<file path="config.mk">
export PLATFORM = sky130hd
export DESIGN_NAME = uart_mmio_fifo
export DESIGN_NICKNAME = d
export VERILOG_FILES = /design/src/rtl/uart_mmio_fifo.sv
export SDC_FILE = /design/constraint.sdc
export NUM_CORES = 1
export LEC_CHECK = 0
export CORE_MARGIN = 5
export CORE_UTILIZATION = 55
export DETAILED_ROUTE_END_ITERATION = 8
export GPL_TIMING_DRIVEN = 0
export HOLD_SLACK_MARGIN = 0.08
export PLACE_DENSITY_LB_ADDON = 0.15
export SYNTH_ARGS = -nofsm -noshare
export SYNTH_HDL_FRONTEND = slang
export SYNTH_SLANG_ARGS = --single-unit
</file>
<file path="constraint.sdc">
create_clock -name clk -period 4 [get_ports clk]
set_input_delay 0.6 -clock clk [delete_from_list [all_inputs] [get_ports clk]]
set_output_delay 0.6 -clock clk [all_outputs]
set_load 0.1 [all_outputs]
</file>
<file path="src/rtl/uart_mmio_fifo.sv">
// Memory-mapped 8N1 UART with TX/RX FIFOs, programmable baud divider,
// sticky error flags and a registered level interrupt.
module uart_mmio_fifo #(
  parameter logic [31:0] BASE_ADDR  = 32'h1001_0000,
  parameter int          FIFO_DEPTH = 16,
  parameter logic [15:0] BAUD_RESET = 16'd3
) (
  input  logic        clk,
  input  logic        rst,
  input  logic [31:0] address,
  input  logic [31:0] write_data,
  input  logic [3:0]  write_mask,
  input  logic        write_enable,
  input  logic        read_enable,
  output logic [31:0] read_data,
  output logic        read_valid,
  output logic        irq,
  output logic        tx,
  input  logic        rx
);

  localparam int AW = $clog2(FIFO_DEPTH);
  localparam int CW = AW + 1;
  localparam logic [CW-1:0] FULL_CNT = CW'(FIFO_DEPTH);

  typedef enum logic [1:0] {ST_IDLE, ST_START, ST_DATA, ST_STOP} uart_st_e;

  logic hit, acc_rd, acc_wr;
  logic wr_data, wr_baud, wr_ctrl, rd_data, rd_status;
  logic [15:0] baud_q, baud_d;
  logic [1:0]  ctrl_q, ctrl_d;
  logic        rx_ovr_q, rx_ovr_d, tx_ovf_q, tx_ovf_d, frame_err_q, frame_err_d;
  logic        irq_q, irq_d, read_valid_q, read_valid_d;
  logic [31:0] read_data_q, read_data_d, rdata;
  logic [7:0]  rx_cnt8;
  logic        unused_bits;

  logic [7:0]    tx_mem [FIFO_DEPTH];
  logic [AW-1:0] tx_wr_q, tx_wr_d, tx_rd_q, tx_rd_d;
  logic [CW-1:0] tx_cnt_q, tx_cnt_d;
  logic          tx_full, tx_fifo_empty, tx_push, tx_pop, tx_tick;
  logic          tx_empty, tx_busy;
  uart_st_e      tx_st_q, tx_st_d;
  logic [15:0]   tx_div_q, tx_div_d, tx_baud_q, tx_baud_d;
  logic [2:0]    tx_bit_q, tx_bit_d;
  logic [7:0]    tx_shift_q, tx_shift_d;
  logic          tx_q, tx_d;

  logic [7:0]    rx_mem [FIFO_DEPTH];
  logic [AW-1:0] rx_wr_q, rx_wr_d, rx_rd_q, rx_rd_d;
  logic [CW-1:0] rx_cnt_q, rx_cnt_d;
  logic          rx_full, rx_nonempty, rx_push, rx_pop, rx_ovr_set, frame_set;
  logic          rx_s1_q, rx_s2_q, rx_s3_q, rx_tick, rx_half_hit;
  logic [16:0]   rx_half;
  uart_st_e      rx_st_q, rx_st_d;
  logic [15:0]   rx_div_q, rx_div_d, rx_baud_q, rx_baud_d;
  logic [2:0]    rx_bit_q, rx_bit_d;
  logic [7:0]    rx_shift_q, rx_shift_d;

  assign unused_bits = ^{write_data[31:16], write_mask[3:2]};

  assign hit       = (address[31:4] == BASE_ADDR[31:4]);
  assign acc_rd    = hit & read_enable;
  assign acc_wr    = hit & write_enable;
  assign wr_data   = acc_wr & (address[3:0] == 4'h0) & write_mask[0];
  assign wr_baud   = acc_wr & (address[3:0] == 4'h8);
  assign wr_ctrl   = acc_wr & (address[3:0] == 4'hC) & write_mask[0];
  assign rd_data   = acc_rd & (address[3:0] == 4'h0);
  assign rd_status = acc_rd & (address[3:0] == 4'h4);

  // Full/empty come from the pre-edge count so a same-cycle pop never rescues a push.
  assign tx_full       = (tx_cnt_q == FULL_CNT);
  assign tx_fifo_empty = (tx_cnt_q == '0);
  assign tx_push       = wr_data & ~tx_full;
  assign tx_busy       = (tx_st_q != ST_IDLE);
  assign tx_empty      = tx_fifo_empty & ~tx_busy;
  assign tx_tick       = (tx_div_q == tx_baud_q);

  assign rx_full     = (rx_cnt_q == FULL_CNT);
  assign rx_nonempty = (rx_cnt_q != '0);
  assign rx_pop      = rd_data & rx_nonempty;
  assign rx_tick     = (rx_div_q == rx_baud_q);
  assign rx_half     = (17'(rx_baud_q) + 17'd1) >> 1;
  assign rx_half_hit = (17'(rx_div_q) + 17'd1) >= rx_half;

  // NOTE: every always_comb output gets a default first so no latch is inferred.
  always_comb begin
    tx_st_d    = tx_st_q;
    tx_div_d   = tx_div_q;
    tx_bit_d   = tx_bit_q;
    tx_shift_d = tx_shift_q;
    tx_baud_d  = tx_baud_q;
    tx_pop     = 1'b0;
    case (tx_st_q)
      ST_IDLE: if (!tx_fifo_empty) begin
        tx_pop = 1'b1; tx_st_d = ST_START; tx_div_d = '0;
        tx_shift_d = tx_mem[tx_rd_q]; tx_baud_d = baud_q;
      end
      ST_START: if (tx_tick) begin
        tx_div_d = '0; tx_bit_d = '0; tx_st_d = ST_DATA;
      end else tx_div_d = tx_div_q + 16'd1;
      ST_DATA: if (tx_tick) begin
        tx_div_d   = '0;
        tx_shift_d = {1'b0, tx_shift_q[7:1]};
        if (tx_bit_q == 3'd7) tx_st_d = ST_STOP;
        else tx_bit_d = tx_bit_q + 3'd1;
      end else tx_div_d = tx_div_q + 16'd1;
      default: if (tx_tick) begin
        tx_div_d = '0;
        // Chain straight into the next frame so bursts have no idle gap.
        if (!tx_fifo_empty) begin
          tx_pop = 1'b1; tx_st_d = ST_START;
          tx_shift_d = tx_mem[tx_rd_q]; tx_baud_d = baud_q;
        end else tx_st_d = ST_IDLE;
      end else tx_div_d = tx_div_q + 16'd1;
    endcase
    case (tx_st_q)
      ST_START: tx_d = 1'b0;
      ST_DATA:  tx_d = tx_shift_q[0];
      default:  tx_d = 1'b1;
    endcase
  end

  always_comb begin
    rx_st_d    = rx_st_q;
    rx_div_d   = rx_div_q;
    rx_bit_d   = rx_bit_q;
    rx_shift_d = rx_shift_q;
    rx_baud_d  = rx_baud_q;
    rx_push    = 1'b0;
    rx_ovr_set = 1'b0;
    frame_set  = 1'b0;
    case (rx_st_q)
      ST_IDLE: if (rx_s3_q && !rx_s2_q) begin
        rx_st_d = ST_START; rx_div_d = '0; rx_baud_d = baud_q;
      end
      ST_START: if (rx_half_hit) begin
        rx_div_d = '0; rx_bit_d = '0;
        rx_st_d  = rx_s2_q ? ST_IDLE : ST_DATA;
      end else rx_div_d = rx_div_q + 16'd1;
      ST_DATA: if (rx_tick) begin
        rx_div_d   = '0;
        rx_shift_d = {rx_s2_q, rx_shift_q[7:1]};
        if (rx_bit_q == 3'd7) rx_st_d = ST_STOP;
        else rx_bit_d = rx_bit_q + 3'd1;
      end else rx_div_d = rx_div_q + 16'd1;
      default: if (rx_tick) begin
        rx_div_d = '0; rx_st_d = ST_IDLE;
        if (!rx_s2_q) frame_set = 1'b1;
        else if (rx_full) rx_ovr_set = 1'b1;
        else rx_push = 1'b1;
      end else rx_div_d = rx_div_q + 16'd1;
    endcase
  end

  always_comb begin
    tx_wr_d  = tx_wr_q + AW'(tx_push);
    tx_rd_d  = tx_rd_q + AW'(tx_pop);
    tx_cnt_d = tx_cnt_q + CW'(tx_push) - CW'(tx_pop);
    rx_wr_d  = rx_wr_q + AW'(rx_push);
    rx_rd_d  = rx_rd_q + AW'(rx_pop);
    rx_cnt_d = rx_cnt_q + CW'(rx_push) - CW'(rx_pop);

    baud_d = baud_q;
    if (wr_baud && write_mask[0]) baud_d[7:0]  = write_data[7:0];
    if (wr_baud && write_mask[1]) baud_d[15:8] = write_data[15:8];
    ctrl_d = wr_ctrl ? write_data[1:0] : ctrl_q;

    // A new event in the same cycle as the clearing read stays visible.
    rx_ovr_d    = (rx_ovr_q & ~rd_status) | rx_ovr_set;
    tx_ovf_d    = (tx_ovf_q & ~rd_status) | (wr_data & tx_full);
    frame_err_d = (frame_err_q & ~rd_status) | frame_set;

    irq_d = (ctrl_q[0] & rx_nonempty) | (ctrl_q[1] & tx_empty);

    rx_cnt8 = 8'(rx_cnt_q);
    case (address[3:0])
      4'h0:    rdata = rx_nonempty ? {24'h0, rx_mem[rx_rd_q]} : 32'h0;
      4'h4:    rdata = {16'h0, rx_cnt8, 1'b0, frame_err_q, tx_ovf_q, rx_ovr_q,
                        tx_busy, tx_empty, tx_full, rx_nonempty};
      4'h8:    rdata = {16'h0, baud_q};
      4'hC:    rdata = {30'h0, ctrl_q};
      default: rdata = 32'h0;
    endcase
    read_data_d  = acc_rd ? rdata : read_data_q;
    read_valid_d = acc_rd;
  end

  // NOTE: FIFO storage is not reset; the pointers and counts alone define validity.
  always_ff @(posedge clk) begin
    if (tx_push) tx_mem[tx_wr_q] <= write_data[7:0];
    if (rx_push) rx_mem[rx_wr_q] <= rx_shift_q;
  end

  // NOTE: sequential state uses non-blocking assignments only.
  always_ff @(posedge clk) begin
    if (rst) begin
      baud_q <= BAUD_RESET; ctrl_q <= '0;
      rx_ovr_q <= 1'b0; tx_ovf_q <= 1'b0; frame_err_q <= 1'b0;
      irq_q <= 1'b0; read_valid_q <= 1'b0; read_data_q <= '0;
      tx_wr_q <= '0; tx_rd_q <= '0; tx_cnt_q <= '0;
      rx_wr_q <= '0; rx_rd_q <= '0; rx_cnt_q <= '0;
      tx_st_q <= ST_IDLE; tx_div_q <= '0; tx_bit_q <= '0;
      tx_shift_q <= '0; tx_baud_q <= '0; tx_q <= 1'b1;
      rx_s1_q <= 1'b1; rx_s2_q <= 1'b1; rx_s3_q <= 1'b1;
      rx_st_q <= ST_IDLE; rx_div_q <= '0; rx_bit_q <= '0;
      rx_shift_q <= '0; rx_baud_q <= '0;
    end else begin
      baud_q <= baud_d; ctrl_q <= ctrl_d;
      rx_ovr_q <= rx_ovr_d; tx_ovf_q <= tx_ovf_d; frame_err_q <= frame_err_d;
      irq_q <= irq_d; read_valid_q <= read_valid_d; read_data_q <= read_data_d;
      tx_wr_q <= tx_wr_d; tx_rd_q <= tx_rd_d; tx_cnt_q <= tx_cnt_d;
      rx_wr_q <= rx_wr_d; rx_rd_q <= rx_rd_d; rx_cnt_q <= rx_cnt_d;
      tx_st_q <= tx_st_d; tx_div_q <= tx_div_d; tx_bit_q <= tx_bit_d;
      tx_shift_q <= tx_shift_d; tx_baud_q <= tx_baud_d; tx_q <= tx_d;
      rx_s1_q <= rx; rx_s2_q <= rx_s1_q; rx_s3_q <= rx_s2_q;
      rx_st_q <= rx_st_d; rx_div_q <= rx_div_d; rx_bit_q <= rx_bit_d;
      rx_shift_q <= rx_shift_d; rx_baud_q <= rx_baud_d;
    end
  end

  assign read_data  = read_data_q;
  assign read_valid = read_valid_q;
  assign irq        = irq_q;
  assign tx         = tx_q;

endmodule

</file>
# Yosys cells after proc, flatten, opt, wreduce, memory -nomap -nowiden
# Memory sizes are Yosys's and may differ from the RTL's. A register that Yosys moved wholly into a read port is not among the register bits.
# Index checks and enable logic that the tools add are counted.
# word_totals
register_bits	175
ram_bits	256
inputBits	73
out_inout_bits	35
memories	2
# classes
addsub	14
order_cmp	1
eq_ne	24
muxes	59
n_bitwise	27
n_reduce_logical	24
# mem_list
memory	depth	width	rd	rd_clocked_by_memory_dff	wr	line	rtl
rx_mem	16	8	1	1	1	49	logic [7:0] rx_mem [FIFO_DEPTH];
tx_mem	16	8	1	1	1	38	logic [7:0] tx_mem [FIFO_DEPTH];
# ops
op	n
$mux W16	8
$pmux W16 S2	2
$pmux W16 S4	1
$add A16 B1 Y17 const B	2
$add A16 B1 Y16 const B	2
$eq A16 B16 Y1	2
$mux W8	4
$eq A28 B25 Y1 const B	1
$pmux W8 S3	1
$mux W2	11
$ne A2 B2 Y1 const B	10
$and A1 B1 Y1	18
$mux W1	18
$mux W3	6
$ge A17 B16 Y1	1
$add A4 B1 Y4	4
$pmux W2 S3	2
$pmux W3 S2	2
$add A5 B1 Y5	2
$eq A5 B5 Y1 const B	2
$reduce_and A5 Y1	2
$sub A5 B1 Y5	2
$eq A4 B4 Y1 const B	2
$mux W4	2
other kinds (21)	42

# Longest topological paths before layout
# logic_depth
depth_word	7
mapped_depth	15
mapped_depth_nobuf	15

# Least setup slack after synthesis
# Ideal clock, no wire load.
# synth_timing
kind	input-to-reg
startpoint	input address[14]
endpoint	register rx_cnt_q[4]
setup_time_ps	70
arrival_time_ps	3005
t_required_ps	3930
setup_slack_ps	925
stages	14
n_path_buf	1
cell_sequence	nor4b_1 nand4_1 nor2_1 nand2_1 clkbuf_1 nor2_1 ha_1 inv_1 ha_1 fa_1 a21oi_1 nor2_1 or3_1 a21oi_1
# synth_via
elab_chain_len	5
# synth_lines
element	line	rtl
from (decl)	10	input logic [31:0] address,
$eq A28 B25 Y1	62	assign hit = (address[31:4] == BASE_ADDR[31:4]);
$and A1 B1 Y1	63	assign acc_rd = hit & read_enable;
$and A1 B1 Y1	68	assign rd_data = acc_rd & (address[3:0] == 4'h0);
$and A1 B1 Y1	81	assign rx_pop = rd_data & rx_nonempty;
$sub A5 B1 Y5	162	rx_cnt_d = rx_cnt_q + CW'(rx_push) - CW'(rx_pop);
to (signal assigned)	213	rx_wr_q <= rx_wr_d; rx_rd_q <= rx_rd_d; rx_cnt_q <= rx_cnt_d;
to (decl)	51	logic [CW-1:0] rx_cnt_q, rx_cnt_d;
# No other way between the ends.
# A chain may end at the register's enable or synchronous reset.

# Worst setup path in the final report
# layout_timing
startpoint	input address[5]
endpoint	memory tx_mem[4][5] (enable)
# layout_via
elab_chain_len	7
# layout_lines
element	line	rtl
$eq A28 B25 Y1	62	
$and A1 B1 Y1	64	assign acc_wr = hit & write_enable;
$and A1 B1 Y1 (2 in a row)	65	assign wr_data = acc_wr & (address[3:0] == 4'h0) & write_mask[0];
$and A1 B1 Y1	74	assign tx_push = wr_data & ~tx_full;
$mux W1	191	if (tx_push) tx_mem[tx_wr_q] <= write_data[7:0];
$mux W1 (not written as such)	191	
to (decl)	38	
# No other way between the ends.

==> results.cfg <==
[status]
status = finished, final reports clean

[floorplanning]
rows = 66
core-area_um2 = 32500
ios = 108
die_area_um2 = 36700
start_util = 0.557
die_x_um = 192
die_y_um = 192

[place]
port_buffers = 72
place_hpwl_um = 30200
place_inst = 1898
gp_congestion = 0.893
dp_slack_ps = -485

[worst_setup_path]
cp.depth = 7
cp_num_buf_inv = 1
cp-end-kind = register
worstPathCellList = clkdlybuf4s50_1 -> nor4_1 -> nand4_1 -> nor3_2 -> nand3_1 -> or3b_1 -> nor3_1
r2r_cells = 12
cp_top_family = simple AND/OR/NAND/NOR gates
rr_endpoint = rx_div_q[14]
arrival_ps = 4000
crit_fanout = 8
r2r_start = rx_div_q[0]
crit_slowest_cell = nor3_1
startpoint_type = input port
rrSetupSlack_ps = 220
slowest_delay_ps = 1020
cp.required_ps = 4160
path_class = input port to register

[logic_synthesis]
synth_area_leaders = edfxtp_1 42%, dfxtp_1 18%, mux4_2 9.1%, mux2i_1 3.4%, ha_1 3.2%
syn_area_um2 = 18100
ys_async_sr_fraction = 0
yosysSeqAreaShare = 0.600
ys_seq_elements = 415
synth_top_area_share = 0.424
synthCells = 1369
yosys_warnings = 0
synth_most_common_cell = edfxtp_1
ys.flop_type = edfxtp_1
synth_area_leader_cell = edfxtp_1
synth_edf_count = 256
synthTopCellsByCount = 256 x edfxtp_1, 159 x dfxtp_1, 129 x nor2_1
synth_cell_type_count = 63
syn_area_per_cell_um2 = 13.2

[sta]
tns_ps = 0
relSlewSlack = 0.118
post-route-period-util = 0.959
min_period_ps = 3840
rsz0062_at_grt = no
finClkSkew_ps = 23.3
hold_viol = 0
fin_ws_ps = 165
setup_viol = 0
whs_ps = 420
max_freq_ghz = 0.261
finalMaxSlewViolations = 0
tightestPinTransition_ps = 1310

[global_routing]
grtUsageTotal = 0.236
grt_max_degree = 19
gr-usage-met2 = 0.363
use_met3 = 0.0416
antenna_found_initial = 0
grt_pass1_vias = 11400
top_usage_layer = met2
grtUsageMet1 = 0.352
grt_pass1_wl_um = 66200
grt_overflow_total = 0

[cells_and_area]
finalNonFillerCells = 1974
nNetsFinal = 1623
drive_above_1_share = 0.142
n_antenna_cell = 0
fin_util = 0.643
area_delta_synth_final_pct = 15.4
num-fill-cells = 2485

[clocking]
cts_root_buffer = clkbuf_16
cts_buffer_depth = 3
cts_tree = yes
clock_sinks = 415
numCtsBuffers = 43
htree_levels = 2
clock_latency_ps = 560
clk_pin_slew_ps = 60
cts_setup_buffers = 0

[flow_run]
drv_cap = 0

[pwr]
combPwrFrac = 0.190
p_switching_mw = 2.87
intPower_mw = 7.83
switching_share = 0.268
p_seq_frac = 0.439
clockPowerShare = 0.371
p_per_area_nw_per_um2 = 512
leakage_nw = 7.29
ir_drop_uv = 436

[drt]
ant_nets = 0
viasPerCell = 5.89
drc = 0
drt_iter0_drc = 913
drt-total-wl_um = 43200
vias = 11600
avgRoutedWirePerCell_um = 21.9
dr.pass1.iters = 5

[worst_hold_path]
hold_start = rx_s1_q
hold_depth = 1
hold_class = register to register
hold_end = rx_s2_q
[metrics by stage]
step / total power, mW / area (um2)
2_1_floorplan: 6.29 / 18200
3_3_place_gp: 6.77 / 19500
3_5_place_dp: 6.81 / 19500
4_1_cts: 10.8 / 20900
5_1_grt: 11.1 / 20900
6_report: 10.7 / 20900
[final cells by class]
type,count,area [um2],area share
clock buffers,56,1220,0.0582
plain buffers,86,453,0.0217
clock inverters,20,198,0.00945
well taps,442,553,0.0264
flip-flops and latches,415,10900,0.520
inverters,26,97.6,0.00467
multi-input cells,857,6800,0.325
repair buffers,72,721,0.0345
[placed cells by master (no fill, tap or decap), types with 7 or more instances in the layout]
master and count:
buf_4 19, nor2_1 128, a21oi_1 53, clkbuf_8 7, nor2b_1 24, xor2_1 52, mux2i_1 61, nand2_1 96
edfxtp_1 256, clkdlybuf4s50_1 72, nand3_1 47, a311oi_1 10, mux4_2 73, and3_1 16, conb_1 16, xnor2_1 24
o21ai_0 28, nor3_2 10, clkbuf_1 48, clkbuf_16 44, nand4_1 9, mux2_2 10, nor4_1 18, nor3_1 17
buf_2 11, ha_1 47, a211oi_1 29, nand2b_1 11, inv_1 25, dfxtp_1 159
[power by group through the flow]
stage / logic [mW] / clock network [mW] / registers, mW
2_1_floorplan: 1.51 / 0 / 4.79
3_3_place_gp: 1.99 / 0 / 4.78
3_5_place_dp: 2.02 / 0 / 4.79
4_1_cts: 2.04 / 4.02 / 4.70
5_1_grt: 2.22 / 4.22 / 4.71
6_report: 2.04 / 3.96 / 4.70
[logic make-up after synthesis]
logic type | after synthesis | share of synthesized area
simple gates | 416 | 0.112
flops | 415 | 0.600
compound gates | 156 | 0.0554
mux | 144 | 0.131
buf+inv | 112 | 0.0304
xor+xnor | 76 | 0.0367
fa+ha+maj | 49 | 0.0347
other cells | 1 | 0.000207
[worst register-to-register path, stage by stage (launching register included)]
cell and delay, ps:
dfxtp_1 500, ha_1 350, nand4_1 200, nor3_2 500, nand2_1 140, xnor2_1 230, ha_1 280, and4_1 200
a41oi_1 250, o211a_1 290, clkbuf_1 400, o21ai_0 210, a21oi_1 150
[per-layer routing]
| layer | share of wire | up-vias | wire (um) |
|---|---|---|---|
| met1 | 0.44 | 5751 | 19000 |
| met3 | 0.075 | 73 | 3250 |
| met4 | 0.026 | 0 | 1140 |
| met2 | 0.46 | 446 | 19900 |
| li1 | - | 5361 | - |
| met5 | 0 | - | 0 |
[flip-flops by register name, summed over array words and instances (netlist names), 4 cells and up]
register and count:
rx_div_q 16, tx_wr_q 4, tx_baud_q 16, rx_shift_q 8
read_data 16, rx_mem 128, baud_q 16, tx_mem 128
tx_div_q 16, tx_shift_q 8, rx_baud_q 16, rx_cnt_q 5
rx_wr_q 4, tx_rd_q 4, tx_cnt_q 5, rx_rd_q 4
[what timing repair did]
action                     CTS  global route
setup endpoints to repair    0            17
gates resized for setup      0             2
hold buffers                 0             0
[worst max-delay path by stage]
| stage | start | slack, ps | to |
|---|---|---|---|
| after detailed placement | address[5] | -490 | tx_mem[2][4] |
| after global routing | address[5] | 20 | rx_cnt_q[4] |
| final | address[5] | 160 | tx_mem[4][5] |
| after floorplan | address[14] | 930 | rx_cnt_q[4] |
| after global placement | address[5] | -440 | tx_mem[2][4] |
| after CTS | address[5] | 70 | tx_mem[2][6] |
Power figures use the tool's default switching activity.
